`src/rtl/phase_pkg.sv`:
```
// Shared widths and FSM state encoding for the phase-delta slewer.
package phase_pkg;
  localparam int PHASE_W = 32;
  localparam int SHIFT_W = 5;

  typedef enum logic {
    IDLE = 1'b0,
    SLEW = 1'b1
  } state_t;
endpackage

```
`src/rtl/phase_slew_step.sv`:
```
// Combinational exponential slew step: moves i_current toward i_target by
// (|diff| >> shift), never less than 1, landing exactly on the target.
module phase_slew_step #(
  parameter int PHASE_W = phase_pkg::PHASE_W,
  parameter int SHIFT_W = phase_pkg::SHIFT_W
) (
  input  logic [PHASE_W-1:0] i_current,
  input  logic [PHASE_W-1:0] i_target,
  input  logic [SHIFT_W-1:0] i_shift,
  output logic [PHASE_W-1:0] o_next,
  output logic               o_done
);
  logic [PHASE_W:0]   w_sub;
  logic               w_desc;
  logic [PHASE_W-1:0] w_mag;
  logic [PHASE_W-1:0] w_shifted;
  logic [PHASE_W-1:0] w_step;
  logic [PHASE_W-1:0] w_one;

  assign w_one = {{(PHASE_W-1){1'b0}}, 1'b1};

  // Extra MSB is the borrow: set means target is below current (descend).
  assign w_sub     = {1'b0, i_target} - {1'b0, i_current};
  assign w_desc    = w_sub[PHASE_W];
  assign w_mag     = w_desc ? (i_current - i_target) : w_sub[PHASE_W-1:0];
  assign w_shifted = w_mag >> i_shift;
  assign w_step    = ((32'(i_shift) >= 32'(PHASE_W)) || (w_shifted == '0)) ? w_one : w_shifted;

  assign o_done = (w_mag <= w_step);
  assign o_next = o_done ? i_target :
                  (w_desc ? (i_current - w_step) : (i_current + w_step));
endmodule

```
`src/rtl/phase_delta_slewer.sv`:
```
// Phase-delta producer: jumps or glides toward an accepted target on frame ticks.
// Optional PHASE_SLEW_RETARGET_EN lets a new target be accepted during a glide.
module phase_delta_slewer #(
  parameter int PHASE_W = phase_pkg::PHASE_W,
  parameter int SHIFT_W = phase_pkg::SHIFT_W
) (
  input  logic               i_clk,
  input  logic               i_rst,
  input  logic [PHASE_W-1:0] i_target,
  input  logic               i_target_valid,
  output logic               o_target_ready,
  input  logic [SHIFT_W-1:0] i_slew_shift,
  input  logic               i_tick,
  output logic [PHASE_W-1:0] o_phase_delta,
  output logic               o_phase_delta_valid,
  output logic               o_busy
);
  import phase_pkg::*;

  state_t             r_state;
  logic [PHASE_W-1:0] r_delta;
  logic               r_valid;
  logic [PHASE_W-1:0] r_target;
  logic [SHIFT_W-1:0] r_shift;

  state_t             w_state_nxt;
  logic [PHASE_W-1:0] w_delta_nxt;
  logic               w_valid_nxt;
  logic [PHASE_W-1:0] w_target_nxt;
  logic [SHIFT_W-1:0] w_shift_nxt;
  logic [PHASE_W-1:0] w_step_next;
  logic               w_step_done;
  logic               w_accept;

  phase_slew_step #(.PHASE_W(PHASE_W), .SHIFT_W(SHIFT_W)) u_step (
    .i_current (r_delta),
    .i_target  (r_target),
    .i_shift   (r_shift),
    .o_next    (w_step_next),
    .o_done    (w_step_done)
  );

`ifdef PHASE_SLEW_RETARGET_EN
  assign o_target_ready = !i_rst;
`else
  assign o_target_ready = (r_state == IDLE) && !i_rst;
`endif

  assign w_accept            = i_target_valid && o_target_ready;
  assign o_phase_delta       = r_delta;
  assign o_phase_delta_valid = r_valid;
  assign o_busy              = (r_state == SLEW);

  always_comb begin
    w_state_nxt  = r_state;
    w_delta_nxt  = r_delta;
    w_valid_nxt  = 1'b0;
    w_target_nxt = r_target;
    w_shift_nxt  = r_shift;
    case (r_state)
      IDLE: begin
        if (w_accept) begin
          if (i_slew_shift == '0) begin
            w_delta_nxt = i_target;
            w_valid_nxt = 1'b1;
          end else begin
            w_target_nxt = i_target;
            w_shift_nxt  = i_slew_shift;
            w_state_nxt  = SLEW;
          end
        end
      end
      SLEW: begin
        if (i_tick) begin
          w_delta_nxt = w_step_next;
          w_valid_nxt = 1'b1;
          if (w_step_done) w_state_nxt = IDLE;
        end
`ifdef PHASE_SLEW_RETARGET_EN
        // New target takes effect from the next tick; a zero shift jumps now.
        if (w_accept) begin
          w_target_nxt = i_target;
          w_shift_nxt  = i_slew_shift;
          if (i_slew_shift == '0) begin
            w_delta_nxt = i_target;
            w_valid_nxt = 1'b1;
            w_state_nxt = IDLE;
          end else begin
            w_state_nxt = SLEW;
          end
        end
`endif
      end
      default: w_state_nxt = IDLE;
    endcase
  end

  always_ff @(posedge i_clk) begin
    if (i_rst) begin
      r_state  <= IDLE;
      r_delta  <= '0;
      r_valid  <= 1'b0;
      r_target <= '0;
      r_shift  <= '0;
    end else begin
      r_state  <= w_state_nxt;
      r_delta  <= w_delta_nxt;
      r_valid  <= w_valid_nxt;
      r_target <= w_target_nxt;
      r_shift  <= w_shift_nxt;
    end
  end
endmodule
```
`config.mk`:
```
export PLATFORM = sky130hd
export DESIGN_NAME = phase_delta_slewer
export DESIGN_NICKNAME = d
export VERILOG_FILES = /design/src/rtl/phase_pkg.sv /design/src/rtl/phase_slew_step.sv /design/src/rtl/phase_delta_slewer.sv
export SDC_FILE = /design/constraint.sdc
export NUM_CORES = 1
export LEC_CHECK = 0
export BUFFER_PORTS_ARGS = -buffer_cell sky130_fd_sc_hd__buf_2
export CAP_MARGIN = 10
export CORE_UTILIZATION = 40
export DETAILED_ROUTE_END_ITERATION = 6
export PLACE_DENSITY_LB_ADDON = 0.25
export SYNTH_ARGS = -nofsm -noshare
export SYNTH_HDL_FRONTEND = slang
export SYNTH_SLANG_ARGS = --single-unit
```
`constraint.sdc`:
```
create_clock -name i_clk -period 13.2 [get_ports i_clk]
set_input_delay 0.66 -clock i_clk [delete_from_list [all_inputs] [get_ports i_clk]]
set_output_delay 0.66 -clock i_clk [all_outputs]
set_load 0.005 [all_outputs]
```
---- Yosys cells after proc, flatten, opt, wreduce, memory -nomap -nowiden ----
Cells that the tools add are included.
word-level totals
  flip-flop bits (word level) ............. 71
  bits of input ports ..................... 41
  output and inout port bits .............. 35
  word-level logic and storage cells ...... 40
cells by class
  add/subtract/negate cells ............... 4
  magnitude comparators ................... 1
  eq/ne operators ......................... 3
  shift operators ......................... 1
  muxes and demuxes ....................... 17
  bitwise operators ....................... 2
  reductions and logical operators ........ 7
operators with widths
  kind                count
  $mux 32             7
  $pmux 32 s2         1
  $sub 32x32->32      2
  $sub 32x32->33      1
  $add 32x32->32      1
  $le 32x32->1        1
  $logic_not 32->1    1
  $shr 32x5->32       1
  $mux 1              7
  $reduce_and 3->1    2
  $logic_not 5->1     1
  $ne 2x2->1 const B  2
  $pmux 1 s2          2
  $logic_and 1x1->1   2
  $ne 2x1->1 const B  1
  $not 1->1           2
  $logic_not 1->1     1

---- Longest topological paths before layout ----
  depth in word-level cells ............... 10
  gate-level depth with buffers ........... 43
  mapped depth without buffers ............ 41

---- Modules after synthesis ----
From an unflattened synthesis, not the netlist that was laid out.
second synthesis, totals
  cells, all modules ...................... 1733
  area, all modules ....................... 13028.7 um2
modules (own cells, without submodules)
  module              times used  cells each  area an instance (um2)  seq. area each (um2)
  phase_slew_step     1           1429        9806.9                  0.0
  phase_delta_slewer  1           304         3221.8                  1421.4

---- Least setup slack after synthesis ----
No wires, ideal clock.
  kind .................................... flip-flop to flip-flop
  start ................................... register r_delta[5], in the netlist o_phase_delta[5]
  end ..................................... register r_delta[31], in the netlist o_phase_delta[31]
  setup time .............................. 70 ps
  arrival time ............................ 8659 ps
  required time ........................... 13130 ps
  setup slack ............................. 4471 ps
  cell stages (with the launch flop) ...... 41
  buffers on the path ..................... 2
  clock period less this slack ............ 8729 ps
  path through ............................ dfxtp_1 inv_1 ha_1 buf_2 a21oi_1 and2_1 a211oi_4 o21a_2 o21ai_4 buf_4 o2111ai_1 and2_1 xnor2_1 inv_1 mux4_2 mux4_2 a21o_1 nand4b_1 (+5 left out) xor2_1 ha_1 a21o_1 a21o_1 or3_1 a211o_1 nand2_1 o2111a_1 nor3_1 and4_1 o41ai_1 a21boi_0 a211oi_1 nor2_1 and4_1 nor4_1 nand3_1 a21oi_1
between the ends
  longest elaborated chain between the ends .. 10
  elaborated cells on any way between the ends .. 13
  classes of those cells .................. 4 x add/sub; 1 x order compare; 1 x shift; 6 x mux; 1 x reduce/logical
ends and longest elaborated chain
  item                                                     RTL line                                      text
  from (decl)                                              phase_delta_slewer.sv:21                      logic [PHASE_W-1:0] r_delta;
  from (signal assigned)                                   phase_delta_slewer.sv:107                     r_delta <= w_delta_nxt;
  $sub 32x32->33 / $sub 32x32->32 (equally long branches)  phase_slew_step.sv:23, phase_slew_step.sv:25
  $mux 32                                                  phase_slew_step.sv:25                         assign w_mag = w_desc ? (i_current - i_target) : w_sub[PHASE_W-1:0];
  $shr 32x5->32                                            phase_slew_step.sv:26                         assign w_shifted = w_mag >> i_shift;
  $logic_not 32->1                                         phase_slew_step.sv:27                         assign w_step = ((32'(i_shift) >= 32'(PHASE_W)) || (w_shifted == '0)) ? w_one : w_shifted;
  $mux 32                                                  phase_slew_step.sv:27
  $add 32x32->32 / $sub 32x32->32 (equally long branches)  phase_slew_step.sv:31                         (w_desc ? (i_current - w_step) : (i_current + w_step));
  $mux 32                                                  phase_slew_step.sv:31
  $mux 32 *                                                phase_slew_step.sv:30                         assign o_next = o_done ? i_target :
  $mux 32 *                                                phase_delta_slewer.sv:74                      if (i_tick) begin
  $pmux 32 s2 *                                            phase_delta_slewer.sv:60                      case (r_state)
Mark *: on every way between the ends. The rest lies on a longest branch, timed or not. The select of a mux whose other input is x is not followed.
A chain may end at the register's enable or synchronous reset.

---- Worst setup path after layout ----
  start ................................... register r_delta[15], in the netlist o_phase_delta[15]
  end ..................................... register r_delta[31], in the netlist o_phase_delta[31]
Same word-level chain as after synthesis.

==> results.cfg <==
[status]
status = complete, but fails checks
violations = DRC

[timing]
rsz0062_at_grt = false
relSlewSlack_pct = 16.3
finalCritPeriodShare_pct = 92.8
min_period_ns = 12.25
setup_tns_ns = 0
setup_ws_ns = 0.951
hold_viol_final = 0
tightest_slew_ns = 1.25
skew_ns = 0.00810
fmaxAchievable_mhz = 81.6
drv_slew = 0
finalSetupViolCount = 0
holdWs_ns = 0.479

[setup_path]
critPathLaunchType = flop
crit_family = compound AO/OA/AOI/OAI gates
critical_path.max_stage_delay_ns = 0.78
critical_path_cell_count = 39
reg2regPathDepth = 39
slowest_stage = a211oi_1
cp-end-kind = flop
path_buf_inv = 3
worstPathMaxFanout = 23
arrival_ns = 12.53
crit_required_ns = 13.48
worst-setup-path-type = flop to flop

[placement]
dp.cells = 2413
globalplace.congestion = 1.07
numPortBuffers = 75
dp_slack_ns = 1.36
dpl.hpwl_mm = 47.8

[die]
ioPinCount = 76
die_h_um = 190
core.rowCount = 68
dieArea_um2 = 36000
core-area_um2 = 34600
initial_utilization_pct = 40.7
die_x_um = 190

[final_layout]
n_antenna_cell = 0
fin_nets = 2133
stdcell_count = 2429
drive_gt1_share_pct = 11.8
areaGrowthSynthToFinish_pct = 6.35

[synth]
yosys_most_used_dff = dfxtp_1
netlist_area_um2 = 14100
synth_area_leader_cell = ha_1
ys_top_cells_by_area = ha_1 (11%), dfxtp_1 (10%), a21oi_1 (7.4%), nand2_1 (5.5%), nor2_1 (3.8%)
synth_edf_count = 0
ys_ff_latch = 71
yosys.cell_count.top_type = a21oi_1
synth-seq-area-share_pct = 10.1
synth_common_cells = a21oi_1 (207), nand2_1 (205), nor2_1 (143)
yosysTopAreaCellShare_pct = 10.7
syn_avg_cell_area_um2 = 7.09
yosys_warnings = 0
syn_nets = 2152
synthCells = 1988
ys_types = 122
synthArstFlopShare_pct = 0

[global_route]
grt_usage_pct = 33.5
grt_max_degree = 59
gr-usage-met2_pct = 51.0
grt-ovfl-total = 0
grt_pass1_wl_mm = 92.8
grt_pass1_vias = 15100
antenna_found_initial = 0
top_usage_layer = met2
met1_usage_pct = 46.5
use_met3_pct = 5.17

[cts]
clk_latency_ns = 0.36
cts_buffer_depth = 2
postCtsResizedCells = 0
htreeDepth = 3
cts-root-buf = clkbuf_16
cts_tree = built
postCtsSetupRepairBufs = 0
cts-buffers-inserted = 9
clkTransAtPathRegs_ns = 0.07
hold_buffers = 0
numClockSinks = 71

[worst_hold_path]
hold_depth = 2
min-delay-path-class = flop to flop

[routing]
wl_per_cell_um = 25.2
first_pass_iters = 7
ant_nets = 0
drc = 3
drtIter0Drc = 2041
vias_per_cell = 6.74
vias = 16400
routed_wl_mm = 61.3

[flow_run]
drv_cap = 0
-- cell usage in the layout (no fill, tap or decap), drive strengths merged, types with 18 or more instances in the layout --
master | synthesis | final
xor2 | 33 | 33
nor3b | 22 | 22
and3 | 20 | 20
nand2 | 207 | 207
dfxtp | 71 | 71
nand4 | 32 | 32
o21ai | 124 | 124
a211o | 23 | 23
xnor2 | 48 | 48
ha | 120 | 120
o21a | 24 | 24
inv | 113 | 113
o211ai | 36 | 36
and2 | 26 | 26
mux2i | 33 | 33
a21o | 35 | 35
nand3 | 56 | 56
o22ai | 26 | 26
a31oi | 26 | 26
buf | 64 | 103
or3 | 18 | 18
a21oi | 215 | 215
nor3 | 73 | 73
a211oi | 35 | 35
nor2 | 144 | 144
-- path summary, 6_finish.rpt --
check / slack (ns) / to / from
max: 0.95 / o_phase_delta[31] / o_phase_delta[15]
max reg2reg: 0.95 / o_phase_delta[31] / o_phase_delta[15]
min: 0.48 / r_target[2] / r_target[2]
min reg2reg: 0.48 / r_target[2] / r_target[2]
-- registers in the layout, indices dropped and copies added (netlist names) --
name,flops
o_busy,1
o_phase_delta,32
o_phase_delta_valid,1
r_shift,5
r_target,32
-- worst reg2reg max path: cells and delay by family, from the launching register on --
kind | cells | cell delay, ns
AOI/OAI and AO/OA | 17 | 5.02
and+or+nand+nor | 13 | 3.57
adders and majority gates | 3 | 1.16
xor gates and xnor gates | 2 | 0.92
muxes | 1 | 0.56
buffers and inverters | 3 | 0.55
DFF | 1 | 0.42
-- cell type report --
class | count | area (um^2)
multi-input cells | 1670 | 11600
repair buffers | 103 | 586
fillers | 3584 | 19600
flip-flops and latches | 71 | 1420
clock inverters | 4 | 77.6
clock buffers | 12 | 256
well taps | 455 | 569
inverters | 114 | 428
-- per-layer routing --
metal  part of all wire (%)  up-vias
li1                       -     7427
met1                     44     7866
met2                     43      932
met3                    9.1      150
met4                    4.4        0
met5                      0        -
-- cell families (layout without fill, tap and decap cells) --
family                   after synthesis  after routing  synth area share, %
AO/OA/AOI/OAI                        738            738                 37.0
AND/OR/NAND/NOR                      672            672                 24.2
buffers and inverters                247            233                 7.50
adder cells (fa/ha/maj)              125            125                 11.2
XOR/XNOR                              81             81                 5.19
flip-flops                            71             71                 10.1
multiplexers                          54             54                 4.82
-- through the flow --
stage / util (%) / instance area (um^2)
floorplan: - / 14100
global placement: 42.3 / 14700
detailed placement: 42.3 / 14700
CTS: 43.3 / 15000
global route: 43.3 / 15000
finish: 43.3 / 15000
Power is not shown: default switching activity piles up to over one toggle a cycle in this logic, so the estimate is an artifact.
